===== src/rtl/swerv_types.sv =====
// rtl/swerv_types.sv - shared decode/exu types for the divide issue path
package swerv_types;

  localparam logic [5:0] DIV_WDOG_MAX = 6'd63;

  typedef enum logic [1:0] {
    IDLE  = 2'd0,
    ISSUE = 2'd1,
    BUSY  = 2'd2,
    WB    = 2'd3
  } dec_div_state_t;

  typedef struct packed {
    logic valid;
    logic unsign;
    logic rem;
  } div_pkt_t;

endpackage


===== src/rtl/dec_div_wdog.sv =====
// rtl/dec_div_wdog.sv - divide watchdog: counts enabled cycles, flags the limit
module dec_div_wdog
  import swerv_types::*;
(
  input  logic clk,
  input  logic rst,
  input  logic clr,
  input  logic en,
  output logic expire
);

  logic [5:0] count;

  always_ff @(posedge clk or posedge rst) begin
    if (rst) begin
      count <= 6'd0;
    end else if (clr) begin
      count <= 6'd0;
    end else if (en) begin
      count <= count + 6'd1;
    end
  end

  assign expire = en & (count == DIV_WDOG_MAX);

endmodule


===== src/rtl/dec_div_issue.sv =====
// rtl/dec_div_issue.sv - decode-side divide issue, completion tracking and writeback
module dec_div_issue
  import swerv_types::*;
(
  input  logic        clk,
  input  logic        rst,
  input  logic        dec_div_valid_d,
  input  logic        dec_div_unsign_d,
  input  logic        dec_div_rem_d,
  input  logic [4:0]  dec_div_rd_d,
  input  logic [31:0] dec_div_rs1_d,
  input  logic [31:0] dec_div_rs2_d,
  output logic        dec_div_ready_d,
  input  logic        flush_lower_wb,
  output logic        div_p_valid,
  output logic        div_p_unsign,
  output logic        div_p_rem,
  output logic [31:0] gpr_div_rs1_d,
  output logic [31:0] gpr_div_rs2_d,
  input  logic        exu_div_stall,
  input  logic        exu_div_finish,
  input  logic [31:0] exu_div_result,
  output logic        div_wen_wb,
  output logic [4:0]  div_waddr_wb,
  output logic [31:0] div_wdata_wb,
  output logic        div_busy,
  output logic        div_timeout_err
);

  dec_div_state_t state, next_state;
  logic [4:0]  rd_q;
  logic        unsign_q, rem_q;
  logic [31:0] rs1_q, rs2_q, result_q;
  logic        accept, capture, wdog_expire, timeout;
  div_pkt_t    pkt;

  // The exu stall only tells us the divider is still working; completion is
  // signalled by finish alone, so it drives no state here.
  logic stall_unused;
  assign stall_unused = exu_div_stall;

  assign dec_div_ready_d = (state == IDLE) & ~flush_lower_wb;
  assign accept          = dec_div_valid_d & dec_div_ready_d;
  assign capture         = exu_div_finish & ~flush_lower_wb &
                           ((state == ISSUE) | (state == BUSY));

  dec_div_wdog u_wdog (
    .clk    (clk),
    .rst    (rst),
    .clr    (state != BUSY),
    .en     (state == BUSY),
    .expire (wdog_expire)
  );

  always_ff @(posedge clk or posedge rst) begin
    if (rst) begin
      state    <= IDLE;
      rd_q     <= 5'd0;
      unsign_q <= 1'b0;
      rem_q    <= 1'b0;
      rs1_q    <= 32'd0;
      rs2_q    <= 32'd0;
      result_q <= 32'd0;
    end else begin
      state <= next_state;
      if (accept) begin
        rd_q     <= dec_div_rd_d;
        unsign_q <= dec_div_unsign_d;
        rem_q    <= dec_div_rem_d;
        rs1_q    <= dec_div_rs1_d;
        rs2_q    <= dec_div_rs2_d;
      end
      if (capture) begin
        result_q <= exu_div_result;
      end
    end
  end

  // Flush beats finish, and finish beats a coincident watchdog expiry.
  always_comb begin
    next_state = state;
    timeout    = 1'b0;
    case (state)
      IDLE:  if (accept) next_state = ISSUE;
      ISSUE: begin
        if (flush_lower_wb)      next_state = IDLE;
        else if (exu_div_finish) next_state = WB;
        else                     next_state = BUSY;
      end
      BUSY: begin
        if (flush_lower_wb)      next_state = IDLE;
        else if (exu_div_finish) next_state = WB;
        else if (wdog_expire) begin
          next_state = IDLE;
          timeout    = 1'b1;
        end
      end
      WB:      next_state = IDLE;
      default: next_state = IDLE;
    endcase
  end

  always_comb begin
    pkt        = '0;
    pkt.valid  = (state == ISSUE);
    pkt.unsign = pkt.valid & unsign_q;
    pkt.rem    = pkt.valid & rem_q;
  end

  assign div_p_valid     = pkt.valid;
  assign div_p_unsign    = pkt.unsign;
  assign div_p_rem       = pkt.rem;
  assign gpr_div_rs1_d   = pkt.valid ? rs1_q : 32'd0;
  assign gpr_div_rs2_d   = pkt.valid ? rs2_q : 32'd0;

  assign div_wen_wb      = (state == WB) & (rd_q != 5'd0) & ~flush_lower_wb;
  assign div_waddr_wb    = (state == WB) ? rd_q : 5'd0;
  assign div_wdata_wb    = (state == WB) ? result_q : 32'd0;
  assign div_busy        = (state != IDLE);
  assign div_timeout_err = timeout;

endmodule


===== config.mk =====
export PLATFORM = sky130hd
export DESIGN_NAME = dec_div_issue
export DESIGN_NICKNAME = d
export VERILOG_FILES = /design/src/rtl/swerv_types.sv /design/src/rtl/dec_div_wdog.sv /design/src/rtl/dec_div_issue.sv
export SDC_FILE = /design/constraint.sdc
export NUM_CORES = 1
export LEC_CHECK = 0
export BUFFER_PORTS_ARGS = -buffer_cell sky130_fd_sc_hd__buf_2
export CAP_MARGIN = 10
export CELL_PAD_IN_SITES_DETAIL_PLACEMENT = 0
export CELL_PAD_IN_SITES_GLOBAL_PLACEMENT = 1
export CORE_MARGIN = 2
export CORE_UTILIZATION = 25
export CTS_BUF_LIST = sky130_fd_sc_hd__clkbuf_8
export DETAILED_ROUTE_END_ITERATION = 10
export GPL_ROUTABILITY_DRIVEN = 0
export HOLD_SLACK_MARGIN = 0.12
export PLACE_DENSITY = 0.56
export SYNTH_ARGS = -nofsm -noshare
export SYNTH_HDL_FRONTEND = slang
export SYNTH_SLANG_ARGS = --single-unit

===== constraint.sdc =====
create_clock -name clk -period 4.1 [get_ports clk]
set_clock_uncertainty 0.05 [all_clocks]
set_input_delay 0.82 -clock clk [delete_from_list [all_inputs] [get_ports clk]]
set_output_delay 0.82 -clock clk [all_outputs]
set_load 0.02 [all_outputs]

==> impl_metrics.toml, run 1 <==
[outcome]
status = "finished, final reports clean"

[synthesis]
yosys_warnings = 0
syn-cell-area_um2 = 5080
yosys_register_bits = 111
synth_cell_types = 32
synth_seq_area_share = 0.547
synth_nets = 495
avgSynthCellArea_um2 = 13.4
synth_cells = 380

[die]
die_y_um = 147
die_x_um = 147
dieArea_um2 = 21500
core_area_um2 = 20100
start_util = 0.253
num_rows = 52
io_pins = 217

[cells_and_area]
area_growth_pct = 28.7
drive_gt1_frac = 0.578
num_antenna_cells = 0
fin_area_um2 = 6540
n_fill_cell = 2062
final_cell_mix = "buf_2, dfrtp_1, and2_1"
nets = 701
final_common_cell = "buf_2"

[route]
first_iter_violations = 93
routed_via_density = 4.12
drcViolationCount = 0
num_vias = 3547
antenna_left = 0
wirelength_um = 12300
firstDrtPassIters = 4
wl_per_cell_um = 14.3

[worst_setup_path]
regToRegStartpoint = "state[0]"
r2r_slack_ns = 1.90
critPathArrivalTime_ns = 2.27
rr_worst_depth = 6
cp.required_ns = 3.23
r2r-end = "rs1_q[16]"
cp_max_fo = 69
critPathCaptureType = "output pin"
worstSetupStartpointType = "flop"
crit_type = "reg2out"

[power_and_ir_drop]
ir_drop_uv = 240
cellPowerDensity_nw_per_um2 = 698
p_leak_nw = 3.31

[run]
drv_cap = 0

[global_route]
grt_max_degree = 72
track_usage = 0.116
antenna_found_initial = 0
grt_pass1_vias = 3773
grt_pass1_wl_um = 19900
grt-ovfl-total = 0

[cts]
numCtsBuffers = 9
post_cts_buffers = 0
htreeDepth = 3
cts_hold_buf = 0
cts_buffer_depth = 2
worstSkewPairLatency_ns = 0.38
cts.repair.resized = 0
cts_tree = "built"
clock_sinks = 111
clkTransAtPathRegs_ns = 0.11
clockRootBuffer = "clkbuf_8"

[sta]
worstMarginPinSlew_ns = 1.09
timing.final.max_slew_violations = 0
tns_ns = 0
fmax_mhz = 318
maxSlewHeadroom = 0.275
finalHoldViolCount = 0
holdWs_ns = 0.433
period_needed_ns = 3.14
rsz0062_at_grt = "no"
period_share = 0.767
setup_slack_ns = 0.956
setup_viol = 0

[min_path]
hold_path_class = "in2async"

[place]
hpwl_um = 8670
detailed_place.area_um2 = 6370
post-place-ws_ns = 1.30
io_buffers = 215
[critical path, cell delays in order (launching register included)]
cell	delay [ns]
dfrtp_1	0.42
inv_1	0.11
ha_2	0.92
and2_1	0.25
buf_2	0.17
[worst max-delay path by stage]
stage             start           endpoint  cells past startpoint
6_report       state[1]  gpr_div_rs1_d[15]                      4
5_1_grt        state[1]  gpr_div_rs1_d[13]                      4
4_1_cts        state[1]  gpr_div_rs1_d[26]                      4
3_5_place_dp   state[1]  gpr_div_rs1_d[26]                      4
3_3_place_gp   state[1]  gpr_div_rs1_d[26]                      4
2_1_floorplan       rst            rd_q[0]                      1
[flip-flops by register name, summed over array words and instances (netlist names)]
name	count
rs2_q	32
rs1_q	32
unsign_q	1
result_q	32
rem_q	1
u_wdog.count	6
state	2
rd_q	5
[final cells by class]
cell class                      instances  area [um2]  share of cell area
Clock buffer                           10         138              0.0210
Inverter                                5        22.5             0.00344
Timing Repair Buffer                  216        1100               0.168
Multi-Input combinational cell        243        2130               0.326
Tap cell                              270         338              0.0517
Sequential cell                       111        2780               0.425
Clock inverter                          5        35.0             0.00536
[stage by stage]
step           power [W]  utilization  instances
2_1_floorplan    0.00335            -        380
3_3_place_gp     0.00394        0.317        845
3_5_place_dp     0.00400        0.317        845
4_1_cts          0.00466        0.325        860
5_1_grt          0.00490        0.325        860
6_report         0.00457        0.325        860
[per-layer routing]
metal	vias up	routed length, um	global-route usage
met5	-	0	0
met4	0	217	0.0442
met3	14	846	0.0338
met2	140	5830	0.192
met1	1725	5420	0.145
li1	1668	-	-
[cells in the mapped netlist (all sizes together)]
cell | n | area, um2
buf | 11 | 116
xor2 | 1 | 8.76
nor2 | 2 | 15.0
nand3 | 4 | 25.0
dfrtp | 111 | 2780
nand2 | 3 | 21.3
or2 | 1 | 6.26
xnor2 | 3 | 26.3
nor3 | 1 | 5.00
and3 | 1 | 6.26
nor4 | 1 | 6.26
ha | 6 | 75.1
mux2 | 104 | 1190
and2 | 108 | 676
a31oi | 1 | 6.26
clkinv | 1 | 5.00
a21oi | 1 | 5.00
nor2b | 2 | 12.5
o311a | 1 | 10.0
o32ai | 1 | 16.3
or3 | 1 | 6.26
inv | 4 | 15.0
mux2i | 1 | 10.0
clkbuf | 10 | 37.5
[logic make-up (layout without fill, tap and decap cells)]
kind of cell             count (synthesis)  in the layout  share of synthesized area
AND/OR/NAND/NOR                        124            124                      0.153
AO/OA/AOI/OAI                            4              4                    0.00739
adder cells (fa/ha/maj)                  6              6                     0.0148
multiplexers                           105            105                      0.237
buffers and inverters                   26            236                     0.0342
XOR/XNOR                                 4              4                    0.00689
flip-flops                             111            111                      0.547
[where the power goes]
part           total [W]  leakage [nW]  switching (W)  internal (W)
Sequential       0.00186          1.33       0.000237       0.00162
Combinational    0.00208          1.90        0.00111      0.000971
Clock           0.000627        0.0822       0.000392      0.000235
Total            0.00457          3.31        0.00174       0.00283
Note: power is estimated with default switching activity, not from simulation.
==> run 2, diff against run 1 <==
ABC_AREA = 1   (was unset)
PLACE_DENSITY = 0.63   (was 0.56)
clock period = 2.8 ns   (was 4.1 ns; I/O delays follow)
==> run 2 against run 1 <==
Compared with the run above:
- worst hold slack worse by 0.14 ns
- largest cell class unchanged
- final area is 5.5% higher
- register-to-register slack worse by 1.1 ns
- clock-buffer cell count is 1 higher
==> impl_metrics.toml, run 2 <==
[outcome]
status = "finished, final reports clean"

[synthesis]
syn-cell-area_um2 = 5330
yosysTopAreaCellShare = 0.521
synth_nets = 837
avgSynthCellArea_um2 = 7.38
yosys_warnings = 0
yosysMostFrequentCell = "nand2_1"
synth_seq_area_share = 0.521
yosys-top-cells-count = "nand2_1, inv_1, dfrtp_1, nand3_1, o21ai_1"
synth_cells = 722
yosys_register_bits = 111
synth_cell_types = 19
synth_area_leaders = "dfrtp_1, nand2_1, inv_1, nand3_1, o21ai_1"
synth_top_area_cell = "dfrtp_1"
synth_edf_count = 0
postSynth.asyncResetShare = 1.00
ys.flop_type = "dfrtp_1"

[power_and_ir_drop]
p_switching_w = 0.00304
intPower_w = 0.00373
swShare = 0.449
pwr-share-seq = 0.397
cellPowerDensity_nw_per_um2 = 982
combPwrFrac = 0.460
p_leak_nw = 4.66
clkPwrFrac = 0.144
ir_drop_uv = 333

[cts]
cts_hold_buf = 0
cts_buffer_depth = 2
numCtsBuffers = 9
cts.repair.resized = 0
clockRootBuffer = "clkbuf_8"
clock_sinks = 111
post_cts_buffers = 0
cts_tree = "built"
htreeDepth = 3
clkTransAtPathRegs_ns = 0.11
worstSkewPairLatency_ns = 0.38

[worst_setup_path]
cp.required_ns = 2.19
path_cells = "inv_1, ha_2, buf_12, nand2_1, inv_1, buf_2"
crit_type = "reg2out"
cp_max_fo = 66
regToRegStartpoint = "state[1]"
crit_slowest_cell = "dfrtp_1"
rr_worst_depth = 6
r2r-end = "result_q[28]"
cpMostUsedCell = "inv_1"
critPathArrivalTime_ns = 1.85
critPathCaptureType = "output pin"
worstSetupStartpointType = "flop"
slowest_delay_ns = 0.43
r2r_slack_ns = 0.81

[sta]
period_needed_ns = 2.46
tns_ns = 0
setup_viol = 0
period_share = 0.879
maxSlewHeadroom = 0.585
worstMarginPinSlew_ns = 0.622
rsz0062_at_grt = "no"
setup_slack_ns = 0.340
fmax_mhz = 406
timing.final.max_slew_violations = 0
finalHoldViolCount = 0
holdWs_ns = 0.296

[global_route]
grtUsageMet3 = 0.0515
antenna_found_initial = 2
grt_pass1_wl_um = 24100
top_usage_layer = "met2"
grt_pass1_vias = 4712
track_usage = 0.136
grt-ovfl-total = 0
grt_use_met1 = 0.173
grt_use_met2 = 0.216
grt_max_degree = 112

[route]
wl_per_cell_um = 12.5
drcViolationCount = 0
routed_via_density = 4.06
first_iter_violations = 175
wirelength_um = 15000
firstDrtPassIters = 4
num_vias = 4872
antenna_left = 0

[die]
die_x_um = 150
start_util = 0.254
io_pins = 217
core_area_um2 = 21000
die_y_um = 150
dieArea_um2 = 22500
num_rows = 53

[cells_and_area]
nets = 1033
area_growth_pct = 29.5
final_common_cell = "nand2_1"
drive_gt1_frac = 0.268
seqCellArea_um2 = 2780
multi_input_area_um2 = 1830
fin_cells = 1199
final_cell_mix = "nand2_1, buf_2, inv_1"
n_fill_cell = 2344
top_regs = "result_q (32), rs1_q (32), rs2_q (32)"

[place]
io_buffers = 215
post-place-ws_ns = 0.734
place_inst = 1182
hpwl_um = 9980

[min_path]
hold_path_class = "in2async"

[run]
drv_cap = 0
run 2: cell types whose count changed in the layout (fill, tap and decap cells not counted), sizes merged, moves of 8 or more:
cell   delta
inv     +140
nand2   +290
and2    -108
buf       +8
mux2    -104
o21ai    +35
nand3    +74
run 2: routing by layer:
layer	up-vias	part of all wire
li1	2516	-
met1	2180	0.46
met2	153	0.43
met3	19	0.091
met4	4	0.015
met5	-	0.0016
run 2: worst max path at each step:
stage / depth (start not counted) / to / slack [ns] / from
2_1_floorplan: 4 / div_timeout_err / 0.66 / state[0]
3_3_place_gp: 6 / gpr_div_rs1_d[7] / 0.73 / state[1]
3_5_place_dp: 6 / gpr_div_rs2_d[30] / 0.73 / state[1]
4_1_cts: 6 / gpr_div_rs2_d[30] / 0.28 / state[1]
5_1_grt: 5 / div_timeout_err / 0.11 / state[0]
6_report: 6 / gpr_div_rs1_d[7] / 0.34 / state[1]
run 2: cell families (layout without fill, tap and decap cells):
logic type,Yosys count,in the layout,synth area share
buffers and inverters,184,385,0.136
DFF,111,111,0.521
and+or+nand+nor,381,381,0.291
adders and majority gates,6,6,0.0141
AOI/OAI and AO/OA,40,40,0.0376
other,0,1,0
run 2: cell type report:
type / instances / area share
inverters: 145 / 0.0794
repair buffers: 224 / 0.175
clock buffers: 11 / 0.0219
well taps: 275 / 0.0499
diodes: 1 / 0.000363
multi-input cells: 427 / 0.265
flip-flops and latches: 111 / 0.403
clock inverters: 5 / 0.00580
run 2: stage by stage:
step / area, um2 / total power, W / util
after CTS: 6900 / 0.00693 / 0.329
final: 6900 / 0.00677 / 0.329
after detailed placement: 6710 / 0.00592 / 0.320
after global placement: 6710 / 0.00591 / 0.320
after global routing: 6900 / 0.00745 / 0.329
after floorplan: 5330 / 0.00485 / -
run 2: power by group through the flow:
stage | sequential [W] | clock [W] | combinational [W]
detailed placement | 0.00272 | 0 | 0.00320
CTS | 0.00269 | 0.00104 | 0.00320
finish | 0.00269 | 0.000973 | 0.00311
floorplan | 0.00263 | 0 | 0.00222
global placement | 0.00271 | 0 | 0.00320
global route | 0.00280 | 0.00109 | 0.00357
run 2: critical path: cells and delay by family (launching register included):
| kind | cells | cell delay [ns] |
|---|---|---|
| buffers and inverters | 4 | 0.65 |
| DFF | 1 | 0.43 |
| adders and majority gates | 1 | 0.25 |
| and+or+nand+nor | 1 | 0.09 |
==> run 3, diff against run 2 <==
CORE_UTILIZATION = 27   (was 25)
MAX_ROUTING_LAYER = met4   (was unset)
PLACE_DENSITY = 0.67   (was 0.63)
==> run 3 against run 2 <==
Compared with the run above:
- critical path depth unchanged
- clock power down 8.1%
- clock-buffer cell count is 2 lower
- wire length grew 0.90%
- critical endpoint is now gpr_div_rs1_d[16]
- power down 1.1%
- setup slack got worse by 0.012 ns
==> impl_metrics.toml, run 3 (synthesized netlist as in run 2, its figures left out) <==
[power_and_ir_drop]
pwr-share-seq = 0.401
cellPowerDensity_nw_per_um2 = 975
swShare = 0.454
intPower_w = 0.00366
combPwrFrac = 0.465
ir_drop_uv = 377
p_switching_w = 0.00304
p_leak_nw = 4.65
clkPwrFrac = 0.133

[cells_and_area]
area_growth_pct = 28.9
final_cell_mix = "nand2_1, buf_2, inv_1"
drive_gt1_frac = 0.267
nets = 1035
n_fill_cell = 2196
final_common_cell = "nand2_1"
top_regs = "result_q (32), rs1_q (32), rs2_q (32)"

[die]
dieArea_um2 = 20900
die_x_um = 144
core_area_um2 = 19400
die_y_um = 144
io_pins = 217
start_util = 0.275
num_rows = 51

[route]
wirelength_um = 15200
routed_via_density = 4.08
antenna_left = 0
wl_per_cell_um = 12.7
num_vias = 4863
firstDrtPassIters = 4
first_iter_violations = 170
drcViolationCount = 0

[global_route]
grt-ovfl-total = 0
grt_pass1_wl_um = 23500
track_usage = 0.149
grt_max_degree = 112
antenna_found_initial = 2
grt_pass1_vias = 4668

[cts]
post_cts_buffers = 0
cts.repair.resized = 0
cts_buffer_depth = 2
clockRootBuffer = "clkbuf_8"
cts_hold_buf = 0
clkTransAtPathRegs_ns = 0.12
worstSkewPairLatency_ns = 0.38
cts_tree = "built"
numCtsBuffers = 9
htreeDepth = 3
clock_sinks = 111

[sta]
rsz0062_at_grt = "no"
setup_slack_ns = 0.327
fmax_mhz = 404
tns_ns = 0
finalHoldViolCount = 0
setup_viol = 0
maxSlewHeadroom = 0.430
period_share = 0.883
period_needed_ns = 2.47
worstMarginPinSlew_ns = 0.854
timing.final.max_slew_violations = 0

[worst_setup_path]
path_cells = "inv_1, ha_2, buf_4, nand2_1, inv_1, buf_2"
critPathArrivalTime_ns = 1.86
critPathCaptureType = "output pin"
slowest_delay_ns = 0.42
cp.required_ns = 2.19
r2r-end = "state[1]"
cp_top_family = "buffers and inverters"
r2r_slack_ns = 0.83
cp_max_fo = 41
crit_type = "reg2out"
worstSetupStartpointType = "flop"
regToRegStartpoint = "state[0]"
cpMostUsedCell = "inv_1"
crit_slowest_cell = "dfrtp_1"
timing.critical_path.buf_inv = 4
rr_worst_depth = 9

[place]
post-place-ws_ns = 0.694
hpwl_um = 10100
io_buffers = 215

[run]
drv_cap = 0

[min_path]
hold_path_class = "in2async"

[outcome]
status = "finished, final reports clean"
-- run 3: worst max path at each step --
stage / from / end / cells past startpoint
after detailed placement: state[1] / gpr_div_rs1_d[4] / 6
after global placement: state[1] / gpr_div_rs1_d[13] / 6
after floorplan: state[0] / div_timeout_err / 4
after CTS: state[1] / gpr_div_rs1_d[4] / 6
after global routing: state[1] / gpr_div_rs2_d[31] / 6
final: state[1] / gpr_div_rs1_d[16] / 6
-- run 3: power groups by stage --
stage          logic, W  registers [W]  clock network [W]
4_1_cts         0.00320        0.00269           0.000958
3_3_place_gp    0.00318        0.00270                  0
2_1_floorplan   0.00222        0.00263                  0
3_5_place_dp    0.00320        0.00272                  0
6_report        0.00312        0.00269           0.000894
5_1_grt         0.00357        0.00277            0.00100
-- run 3: stage by stage --
stage	instance area, um2	hold slack (ns)	util	total power (W)	std cells
global placement	6700	0.404	0.345	0.00589	1174
global route	6870	0.303	0.354	0.00735	1192
finish	6870	0.265	0.354	0.00670	1192
detailed placement	6700	0.409	0.345	0.00591	1174
floorplan	5330	0.381	-	0.00485	722
CTS	6860	0.301	0.354	0.00685	1190
-- run 3: final cells by class --
class	instances	area, um2	area share
antenna	2	5.00	0.000729
sequential	111	2780	0.405
inverter	145	548	0.0798
multi-input combinational	427	1830	0.266
clock buffer	9	124	0.0180
tap	265	332	0.0483
clock inverter	7	42.5	0.00620
timing repair buffer	226	1210	0.176
-- run 3: worst register-to-register path, stage by stage, from the launching register on --
cell and delay, ns:
dfrtp_1 0.43, inv_1 0.12, ha_1 0.20, inv_2 0.06, nor2_4 0.14, nand2_2 0.42, nand2_1 0.27, nand2_1 0.09
nand2_1 0.06, nand2_1 0.05
-- run 3: routing by layer --
layer  up-vias  track usage  wire length, um
met1      2191        0.190             7110
li1       2521            -                -
met4         0       0.0368              121
met2       141        0.235             6900
met5         -            -                0
met3        10       0.0434             1010
